**config.mk**
```make
export PLATFORM = sky130hd
export DESIGN_NAME = id_stage_flat
export DESIGN_NICKNAME = d
export VERILOG_FILES = /design/src/rtl/id_stage_if.sv /design/src/rtl/id_stage.sv /design/src/flat_wrapper.sv
export SDC_FILE = /design/constraint.sdc
export NUM_CORES = 1
export LEC_CHECK = 0
export CORE_ASPECT_RATIO = 0.9
export CORE_MARGIN = 2
export CORE_UTILIZATION = 50
export DETAILED_ROUTE_END_ITERATION = 16
export PLACE_DENSITY = 0.73
export SKIP_CTS_REPAIR_TIMING = 1
export SLEW_MARGIN = 20
export SYNTH_ARGS = -nofsm -noshare
export SYNTH_HDL_FRONTEND = slang
export SYNTH_SLANG_ARGS = --single-unit
```
**constraint.sdc**
```tcl
create_clock -name clk -period 6.3 [get_ports clk]
set_input_delay 1.26 -clock clk [delete_from_list [all_inputs] [get_ports clk]]
set_output_delay 1.26 -clock clk [all_outputs]
set_load 0.02 [all_outputs]
```
**src/rtl/id_stage_if.sv**
```systemverilog
// Decode-to-id_ex bundle: every field id_stage drives into the id_ex pipeline register.
interface id_stage_if;
    logic [4:0]  rd_addr_out;
    logic [31:0] rs1_out;
    logic [31:0] rs2_out;
    logic        writeback_en_out;
    logic        writeback_from_mem_out;
    logic        alu_rs2_reg_out;
    logic [31:0] imm_out;
    logic        add_en_out;
    logic        sub_en_out;
    logic        xor_en_out;
    logic        or_en_out;
    logic        and_en_out;
    logic        rs1_take_prev1_out;
    logic        rs2_take_prev1_out;

    // Decode stage drives the bundle.
    modport master (
        output rd_addr_out, rs1_out, rs2_out, writeback_en_out, writeback_from_mem_out,
               alu_rs2_reg_out, imm_out, add_en_out, sub_en_out, xor_en_out, or_en_out,
               and_en_out, rs1_take_prev1_out, rs2_take_prev1_out
    );

    // id_ex register (or a bench) consumes it.
    modport slave (
        input rd_addr_out, rs1_out, rs2_out, writeback_en_out, writeback_from_mem_out,
              alu_rs2_reg_out, imm_out, add_en_out, sub_en_out, xor_en_out, or_en_out,
              and_en_out, rs1_take_prev1_out, rs2_take_prev1_out
    );
endinterface

```
**src/rtl/id_stage.sv**
```systemverilog
// RV32I-subset decode stage: register file, instruction decode, EX-to-EX forward
// selection and bubble insertion for hazards the single forward path cannot cover.
module id_stage #(
    parameter logic [4:0] NOP_RD = 5'd0
) (
    input  logic        clk,
    input  logic        rst,
    input  logic [31:0] instr_in,
    input  logic        instr_valid,
    input  logic        wb_en,
    input  logic [4:0]  wb_addr,
    input  logic [31:0] wb_data,
    output logic        stall_out,
    id_stage_if.master  id_ex
);

    localparam logic [6:0] OP_R    = 7'b0110011;
    localparam logic [6:0] OP_I    = 7'b0010011;
    localparam logic [6:0] OP_LOAD = 7'b0000011;

    // What the hazard logic needs to remember about an issued instruction.
    typedef struct packed {
        logic [4:0] rd;
        logic       wb_en;
        logic       is_load;
    } issue_t;

    localparam issue_t BUBBLE = '{rd: NOP_RD, wb_en: 1'b1, is_load: 1'b0};

    // Instruction fields
    logic [6:0] opcode;
    logic [4:0] rd;
    logic [2:0] funct3;
    logic [4:0] rs1_addr;
    logic [4:0] rs2_addr;
    logic [6:0] funct7;

    assign opcode   = instr_in[6:0];
    assign rd       = instr_in[11:7];
    assign funct3   = instr_in[14:12];
    assign rs1_addr = instr_in[19:15];
    assign rs2_addr = instr_in[24:20];
    assign funct7   = instr_in[31:25];

    logic [31:0] regs [32];
    logic [31:0] rs1_val;
    logic [31:0] rs2_val;

    logic [4:0] alu_op;     // {add, sub, xor, or, and}
    logic       is_r;
    logic       is_i;
    logic       is_lw;
    logic       legal;

    issue_t prev1;
    issue_t prev2;
    issue_t issued;

    logic uses_rs1;
    logic uses_rs2;
    logic p1_rs1;
    logic p1_rs2;
    logic stall_rs1;
    logic stall_rs2;
    logic hazard;
    logic issue;

    // Register file write port; x0 is never written.
    // NOTE: the register array has no reset -- its contents are architecturally undefined
    // until written, and leaving it out of the reset tree lets it map onto plain storage.
    always_ff @(posedge clk) begin
        if (wb_en && wb_addr != 5'd0) begin
            regs[wb_addr] <= wb_data;
        end
    end

    // Read ports with x0 hardwired to zero and same-cycle bypass of the WB write.
    always_comb begin
        if (rs1_addr == 5'd0)                   rs1_val = '0;
        else if (wb_en && wb_addr == rs1_addr)  rs1_val = wb_data;
        else                                    rs1_val = regs[rs1_addr];

        if (rs2_addr == 5'd0)                   rs2_val = '0;
        else if (wb_en && wb_addr == rs2_addr)  rs2_val = wb_data;
        else                                    rs2_val = regs[rs2_addr];
    end

    // Classify the instruction word and pick the one-hot ALU operation.
    // NOTE: every signal gets a default before the case so no path leaves it unassigned,
    // which is what keeps this block from inferring latches.
    always_comb begin
        alu_op = 5'b00000;
        is_r   = 1'b0;
        is_i   = 1'b0;
        is_lw  = 1'b0;
        unique case (opcode)
            OP_R: begin
                if (funct3 == 3'b000 && funct7 == 7'h00) begin
                    alu_op = 5'b10000; is_r = 1'b1;
                end else if (funct3 == 3'b000 && funct7 == 7'h20) begin
                    alu_op = 5'b01000; is_r = 1'b1;
                end else if (funct3 == 3'b100 && funct7 == 7'h00) begin
                    alu_op = 5'b00100; is_r = 1'b1;
                end else if (funct3 == 3'b110 && funct7 == 7'h00) begin
                    alu_op = 5'b00010; is_r = 1'b1;
                end else if (funct3 == 3'b111 && funct7 == 7'h00) begin
                    alu_op = 5'b00001; is_r = 1'b1;
                end
            end
            OP_I: begin
                case (funct3)
                    3'b000:  begin alu_op = 5'b10000; is_i = 1'b1; end
                    3'b100:  begin alu_op = 5'b00100; is_i = 1'b1; end
                    3'b110:  begin alu_op = 5'b00010; is_i = 1'b1; end
                    3'b111:  begin alu_op = 5'b00001; is_i = 1'b1; end
                    default: ;
                endcase
            end
            OP_LOAD: begin
                if (funct3 == 3'b010) begin
                    alu_op = 5'b10000; is_lw = 1'b1;
                end
            end
            default: ;
        endcase
    end

    assign legal = is_r | is_i | is_lw;

    // Hazard detection: prev1 sits in EX, prev2 in MEM. Only EX results can be forwarded,
    // so a load in EX or any producer in MEM forces a bubble.
    always_comb begin
        uses_rs1  = legal && (rs1_addr != 5'd0);
        uses_rs2  = is_r  && (rs2_addr != 5'd0);
        p1_rs1    = uses_rs1 && prev1.wb_en && (prev1.rd == rs1_addr);
        p1_rs2    = uses_rs2 && prev1.wb_en && (prev1.rd == rs2_addr);
        stall_rs1 = (p1_rs1 && prev1.is_load) ||
                    (uses_rs1 && prev2.wb_en && (prev2.rd == rs1_addr));
        stall_rs2 = (p1_rs2 && prev1.is_load) ||
                    (uses_rs2 && prev2.wb_en && (prev2.rd == rs2_addr));
        hazard    = stall_rs1 | stall_rs2;
        stall_out = rst && instr_valid && hazard;
        issue     = rst && instr_valid && legal && !hazard;
    end

    // Drive id_ex: the decoded instruction when it issues, otherwise a bubble.
    always_comb begin
        id_ex.rd_addr_out            = NOP_RD;
        id_ex.rs1_out                = '0;
        id_ex.rs2_out                = '0;
        id_ex.writeback_en_out       = 1'b1;
        id_ex.writeback_from_mem_out = 1'b0;
        id_ex.alu_rs2_reg_out        = 1'b0;
        id_ex.imm_out                = '0;
        id_ex.add_en_out             = 1'b1;
        id_ex.sub_en_out             = 1'b0;
        id_ex.xor_en_out             = 1'b0;
        id_ex.or_en_out              = 1'b0;
        id_ex.and_en_out             = 1'b0;
        id_ex.rs1_take_prev1_out     = 1'b0;
        id_ex.rs2_take_prev1_out     = 1'b0;
        issued                       = BUBBLE;
        if (issue) begin
            id_ex.rd_addr_out            = rd;
            id_ex.rs1_out                = rs1_val;
            id_ex.rs2_out                = is_r ? rs2_val : 32'd0;
            id_ex.writeback_from_mem_out = is_lw;
            id_ex.alu_rs2_reg_out        = is_r;
            id_ex.imm_out                = is_r ? 32'd0 : {{20{instr_in[31]}}, instr_in[31:20]};
            {id_ex.add_en_out, id_ex.sub_en_out, id_ex.xor_en_out,
             id_ex.or_en_out, id_ex.and_en_out} = alu_op;
            id_ex.rs1_take_prev1_out     = p1_rs1;
            id_ex.rs2_take_prev1_out     = p1_rs2;
            issued                       = '{rd: rd, wb_en: 1'b1, is_load: is_lw};
        end
    end

    // Shift the issue history every cycle; reset refills it with bubbles.
    // NOTE: state updates use non-blocking assignments so prev2 takes the old prev1.
    always_ff @(posedge clk or negedge rst) begin
        if (!rst) begin
            prev1 <= BUBBLE;
            prev2 <= BUBBLE;
        end else begin
            prev2 <= prev1;
            prev1 <= issued;
        end
    end

endmodule

```
**src/flat_wrapper.sv**
```systemverilog
// flat-port wrapper written by rule: the top's interface ports become plain ports
module id_stage_flat 
#(
    parameter logic [4:0] NOP_RD = 5'd0
)
  (clk, rst, instr_in, instr_valid, wb_en, wb_addr, wb_data, stall_out, id_ex_rd_addr_out, id_ex_rs1_out, id_ex_rs2_out, id_ex_writeback_en_out, id_ex_writeback_from_mem_out, id_ex_alu_rs2_reg_out, id_ex_imm_out, id_ex_add_en_out, id_ex_sub_en_out, id_ex_xor_en_out, id_ex_or_en_out, id_ex_and_en_out, id_ex_rs1_take_prev1_out, id_ex_rs2_take_prev1_out);
  id_stage_if id_ex_i ();
  input  logic clk;
  input  logic rst;
  input  logic [31:0] instr_in;
  input  logic instr_valid;
  input  logic wb_en;
  input  logic [4:0] wb_addr;
  input  logic [31:0] wb_data;
  output logic stall_out;
  output wire logic [$bits(id_ex_i.rd_addr_out)-1:0] id_ex_rd_addr_out;
  output wire logic [$bits(id_ex_i.rs1_out)-1:0] id_ex_rs1_out;
  output wire logic [$bits(id_ex_i.rs2_out)-1:0] id_ex_rs2_out;
  output wire logic [$bits(id_ex_i.writeback_en_out)-1:0] id_ex_writeback_en_out;
  output wire logic [$bits(id_ex_i.writeback_from_mem_out)-1:0] id_ex_writeback_from_mem_out;
  output wire logic [$bits(id_ex_i.alu_rs2_reg_out)-1:0] id_ex_alu_rs2_reg_out;
  output wire logic [$bits(id_ex_i.imm_out)-1:0] id_ex_imm_out;
  output wire logic [$bits(id_ex_i.add_en_out)-1:0] id_ex_add_en_out;
  output wire logic [$bits(id_ex_i.sub_en_out)-1:0] id_ex_sub_en_out;
  output wire logic [$bits(id_ex_i.xor_en_out)-1:0] id_ex_xor_en_out;
  output wire logic [$bits(id_ex_i.or_en_out)-1:0] id_ex_or_en_out;
  output wire logic [$bits(id_ex_i.and_en_out)-1:0] id_ex_and_en_out;
  output wire logic [$bits(id_ex_i.rs1_take_prev1_out)-1:0] id_ex_rs1_take_prev1_out;
  output wire logic [$bits(id_ex_i.rs2_take_prev1_out)-1:0] id_ex_rs2_take_prev1_out;
  assign id_ex_rd_addr_out = id_ex_i.rd_addr_out;
  assign id_ex_rs1_out = id_ex_i.rs1_out;
  assign id_ex_rs2_out = id_ex_i.rs2_out;
  assign id_ex_writeback_en_out = id_ex_i.writeback_en_out;
  assign id_ex_writeback_from_mem_out = id_ex_i.writeback_from_mem_out;
  assign id_ex_alu_rs2_reg_out = id_ex_i.alu_rs2_reg_out;
  assign id_ex_imm_out = id_ex_i.imm_out;
  assign id_ex_add_en_out = id_ex_i.add_en_out;
  assign id_ex_sub_en_out = id_ex_i.sub_en_out;
  assign id_ex_xor_en_out = id_ex_i.xor_en_out;
  assign id_ex_or_en_out = id_ex_i.or_en_out;
  assign id_ex_and_en_out = id_ex_i.and_en_out;
  assign id_ex_rs1_take_prev1_out = id_ex_i.rs1_take_prev1_out;
  assign id_ex_rs2_take_prev1_out = id_ex_i.rs2_take_prev1_out;
  id_stage #(.NOP_RD(NOP_RD)) u_core (.clk(clk), .rst(rst), .instr_in(instr_in), .instr_valid(instr_valid), .wb_en(wb_en), .wb_addr(wb_addr), .wb_data(wb_data), .stall_out(stall_out), .id_ex(id_ex_i));
endmodule
```
==> PnR_summary.wiki <==
{| class="wikitable"
! Metric !! Value
|-
| Multi-input gate area || 17890 um2
|-
| Classification of the worst setup path || primary input to primary output
|-
| PwrDens || 266.5 nW/um2
|-
| Top area cells in the synthesized netlist || sky130_fd_sc_hd__edfxtp_1 62%, sky130_fd_sc_hd__mux4_2 21%, sky130_fd_sc_hd__mux2i_1 4.1%, sky130_fd_sc_hd__mux2_2 2.0%, sky130_fd_sc_hd__nor2_1 0.91%
|-
| Source of the worst register-to-register timing path || u_core.prev2[3]
|-
| Slew at the pin with the worst max-slew slack || 1.202 ns
|-
| Endpoints failing setup || 0
|-
| First-pass DRT Iterations || 5
|-
| Maximum clock skew at final layout || around 0.015 ns
|-
| Wire length per cell || 35.40 um
|-
| Post-Route WL || between 150000 and 200000 um
|-
| Sequential cell area || about 31000 um2
|-
| Final critical-path share of the clock period || 97.16%
|-
| Max-Slew Margin vs Limit || about a fifth
|-
| Number of global-route vias before repair || 31430
|-
| Total negative setup slack || 0 ns
|-
| Peak per-stage delay on the critical path || just under 0.7 ns
|-
| Maximum number of pins on one net before global-route repair || 72
|-
| Clock sink count || just over 1000
|-
| Number of warnings printed during yosys synthesis || 0
|-
| Non-Filler Instances || 4453
|-
| H-tree lvl count || 3
|-
| Share of the synthesized area in the top cell type || about 62%
|-
| Min-Delay Endpoint || u_core.prev2[4]
|-
| Minimum period implied by the final worst setup slack || slightly above 6 ns
|-
| Register-to-register setup slack || 3.93 ns
|-
| Path category of the worst min-delay check || flop to flop
|-
| Most instantiated flip-flop cell in the synthesis netlist || sky130_fd_sc_hd__edfxtp_1
|-
| Synthesized area per cell || 17.98 um2
|-
| Startpoint type of the worst setup path || primary input
|-
| Starting utilization of the core area || roughly 51%
|-
| Status || completed
|-
| Most common library cell in the layout ignoring fill and taps || sky130_fd_sc_hd__edfxtp_1
|-
| Placeable core region || between 90000 and 100000 um2
|-
| Crit path cell chain || clkdlybuf4s50_1, mux2i_1, o21ai_0, nor4_2, mux2i_2, o2111ai_4, buf_12, nor4_1, clkdlybuf4s50_1
|-
| Most frequent cells in the layout || 1024 x sky130_fd_sc_hd__edfxtp_1, 456 x sky130_fd_sc_hd__mux4_2, 201 x sky130_fd_sc_hd__mux2i_1
|-
| Highest clock rate || 163.4 MHz
|-
| Critical Path RT || between 5 and 6 ns
|-
| CTS Root Buffer Type || sky130_fd_sc_hd__clkbuf_16
|-
| Worst Hold Path Cells || 0
|-
| Number of maximum-capacitance violations || 0
|-
| Area post-placement || 54260 um2
|-
| Post-synthesis register bit count || just over 1000
|-
| Die area || a little over 100000 um2
|-
| Category of the worst setup path capture point || primary output
|-
| IR drop worst, VDD || ~210 uV
|-
| Number of hold violations in the final report || 0
|-
| Crit path max-delay cell type || sky130_fd_sc_hd__clkdlybuf4s50_1
|-
| Die W || around 340 um
|-
| Synthesized netlist cell count || about 2800
|-
| Cell Area, Synth || a little under 50000 um2
|-
| Via-to-Cell Ratio || between 7 and 8
|-
| Number of nets in the final layout || ~3100
|-
| Overflow left after global routing || 0
|-
| TritonCTS clock tree || done
|-
| 1st-iter DRT viols || slightly above 5000
|-
| Port buffer count || between 150 and 200
|-
| Reg2Reg Capture Point || u_core.prev1[0]
|-
| R2R depth || 6
|-
| Final routed DRC violation total || 0
|-
| Post-synthesis async set-or-reset flop share || around 1.1%
|-
| Cts bufs inserted || a little over 100
|-
| Total number of placement rows || between 100 and 150
|-
| Via total after detailed routing || between 30000 and 40000
|-
| DP Wirelength || just under 100000 um
|-
| Hold Startpoint || u_core.prev1[4]
|-
| Top Ports || around 190
|-
| Sequential element share of the synthesized area || a little over 60%
|-
| Worst EP arrival || just under 5 ns
|-
| Initial antenna violation count || 2
|-
| Layout area overhead || 15.97%
|-
| CTS clock-pin slew for the worst setup and hold paths || ~0.060 ns
|-
| Final weighted congestion in routability-driven placement || 0.9490
|-
| Largest driver fanout on the critical path || 17
|-
| Die Span Y || between 300 and 400 um
|-
| Count of pins over their slew limit || 0
|-
| Overall track demand over capacity in global routing || between 30 and 40%
|-
| Top cell by count, worst path || sky130_fd_sc_hd__clkdlybuf4s50_1
|-
| Global-route wire length before repair || 223700 um
|-
| Ratio of cells with drive above 1 in the final layout || around 31%
|-
| Setup repair after global routing missed its margin || false
|-
| Final Hold Slack || approximately 0.45 ns
|-
| Area of all placed cells without fillers || just under 60000 um2
|-
| Most area-hungry cell type in the Yosys netlist || sky130_fd_sc_hd__edfxtp_1
|-
| Count of antenna-violating nets left after detailed routing || 0
|-
| Fillers || 7193
|-
| Count of different cell masters after synthesis || 63
|-
| Number of synthesized flops with an enable pin || ~1000
|-
| Buffer levels on the longest clock path || 3
|-
| Clk Latency, worst-skew pair || roughly 0.70 ns
|-
| Number of cells in the design after placement || between 4000 and 5000
|-
| Leakage || 18.68 nW
|}
==> kinds of logic after synthesis <==
| kind of cell | share of synthesized area [%] |
|---|---|
| simple gates | 3.600 |
| mux | 26.68 |
| compound gates | 4.302 |
| buf+inv | 2.516 |
| other cells | 0.01510 |
| xor+xnor | 0.5106 |
| flops | 62.38 |
==> layer usage <==
metal	share of wire [%]	GRT usage [%]	vias to the layer above
met5	0.0082	0.09251	-
met4	5.0	14.36	2
met3	13	6.780	470
met2	46	47.78	2574
met1	36	42.66	16310
li1	-	-	12180
==> per-stage QoR <==
| step | setup slack, ns | util (%) | power (mW) |
|---|---|---|---|
| after floorplan | 0.4125 | - | 8.679 |
| after global placement | 0.1888 | 55.08 | 9.237 |
| after detailed placement | -0.008127 | 55.11 | 9.272 |
| after CTS | -0.02437 | 58.54 | 15.36 |
| after global routing | 0.02860 | 58.58 | 15.72 |
| final | 0.1786 | 58.58 | 15.37 |
==> flip-flops by register name, summed over array words and instances, names as in the netlist <==
register      flops
u_core.regs    1024
u_core.prev1      6
u_core.prev2      5
==> report_power, final <==
group / internal, mW / switching [mW] / total (mW)
Sequential: 7.67 / 0.0437 / 7.71
Combinational: 0.605 / 0.841 / 1.45
Clock: 3.55 / 2.66 / 6.22
==> cell usage after synthesis (2+ instances only) <==
library cell	count
sky130_fd_sc_hd__o22ai_1	71
sky130_fd_sc_hd__buf_4	40
sky130_fd_sc_hd__buf_6	8
sky130_fd_sc_hd__nand3b_1	5
sky130_fd_sc_hd__a211oi_1	43
sky130_fd_sc_hd__xor2_1	16
sky130_fd_sc_hd__a221o_1	2
sky130_fd_sc_hd__a22oi_1	31
sky130_fd_sc_hd__mux2_2	87
sky130_fd_sc_hd__o221ai_1	29
sky130_fd_sc_hd__mux2i_1	202
sky130_fd_sc_hd__edfxtp_1	1024
sky130_fd_sc_hd__a311oi_1	5
sky130_fd_sc_hd__nand3_1	23
sky130_fd_sc_hd__nor4_1	31
sky130_fd_sc_hd__a31o_2	2
sky130_fd_sc_hd__a21oi_1	78
sky130_fd_sc_hd__or2_2	5
sky130_fd_sc_hd__clkbuf_1	113
sky130_fd_sc_hd__o21a_1	3
sky130_fd_sc_hd__dfrtp_1	11
sky130_fd_sc_hd__buf_2	61
sky130_fd_sc_hd__nor3b_1	12
sky130_fd_sc_hd__inv_2	2
sky130_fd_sc_hd__buf_1	24
sky130_fd_sc_hd__a21o_1	3
sky130_fd_sc_hd__o32ai_1	2
sky130_fd_sc_hd__nor2b_1	9
sky130_fd_sc_hd__conb_1	2
sky130_fd_sc_hd__o21ai_0	24
sky130_fd_sc_hd__a221oi_1	8
sky130_fd_sc_hd__xnor2_1	13
sky130_fd_sc_hd__inv_1	7
sky130_fd_sc_hd__nand2_1	104
sky130_fd_sc_hd__o211ai_1	7
sky130_fd_sc_hd__o22a_1	2
sky130_fd_sc_hd__nor2_1	121
sky130_fd_sc_hd__nand4_1	3
sky130_fd_sc_hd__nor3_1	49
sky130_fd_sc_hd__mux4_2	456
sky130_fd_sc_hd__nand2b_1	7
==> final cells by class <==
type | count | area share, %
diodes | 1 | 0.004338
clock buffers | 117 | 4.597
clock inverters | 74 | 1.258
inverters | 9 | 0.05857
multi-input cells | 1507 | 31.02
flip-flops and latches | 1035 | 53.79
well taps | 1332 | 2.889
repair buffers | 378 | 6.388
==> worst max-delay path by stage <==
stage / from / to / slack (ns) / cells after the start
6_report: instr_in[14] / id_ex_rs1_out[0] / 0.18 / 9
5_1_grt: instr_in[14] / id_ex_rs1_out[3] / 0.03 / 9
4_1_cts: instr_in[14] / id_ex_imm_out[25] / -0.02 / 8
3_5_place_dp: instr_in[14] / id_ex_imm_out[25] / -0.008 / 8
3_3_place_gp: instr_in[14] / id_ex_imm_out[18] / 0.19 / 8
2_1_floorplan: instr_in[2] / id_ex_imm_out[12] / 0.41 / 7
==> worst max-delay path: cells and delay by family <==
| family | cells | cell delay [ns] |
|---|---|---|
| simple gates | 2 | 0.85 |
| buf+inv | 3 | 1.65 |
| compound gates | 2 | 0.50 |
| mux | 2 | 0.60 |
(Power assumes the default switching activity.)
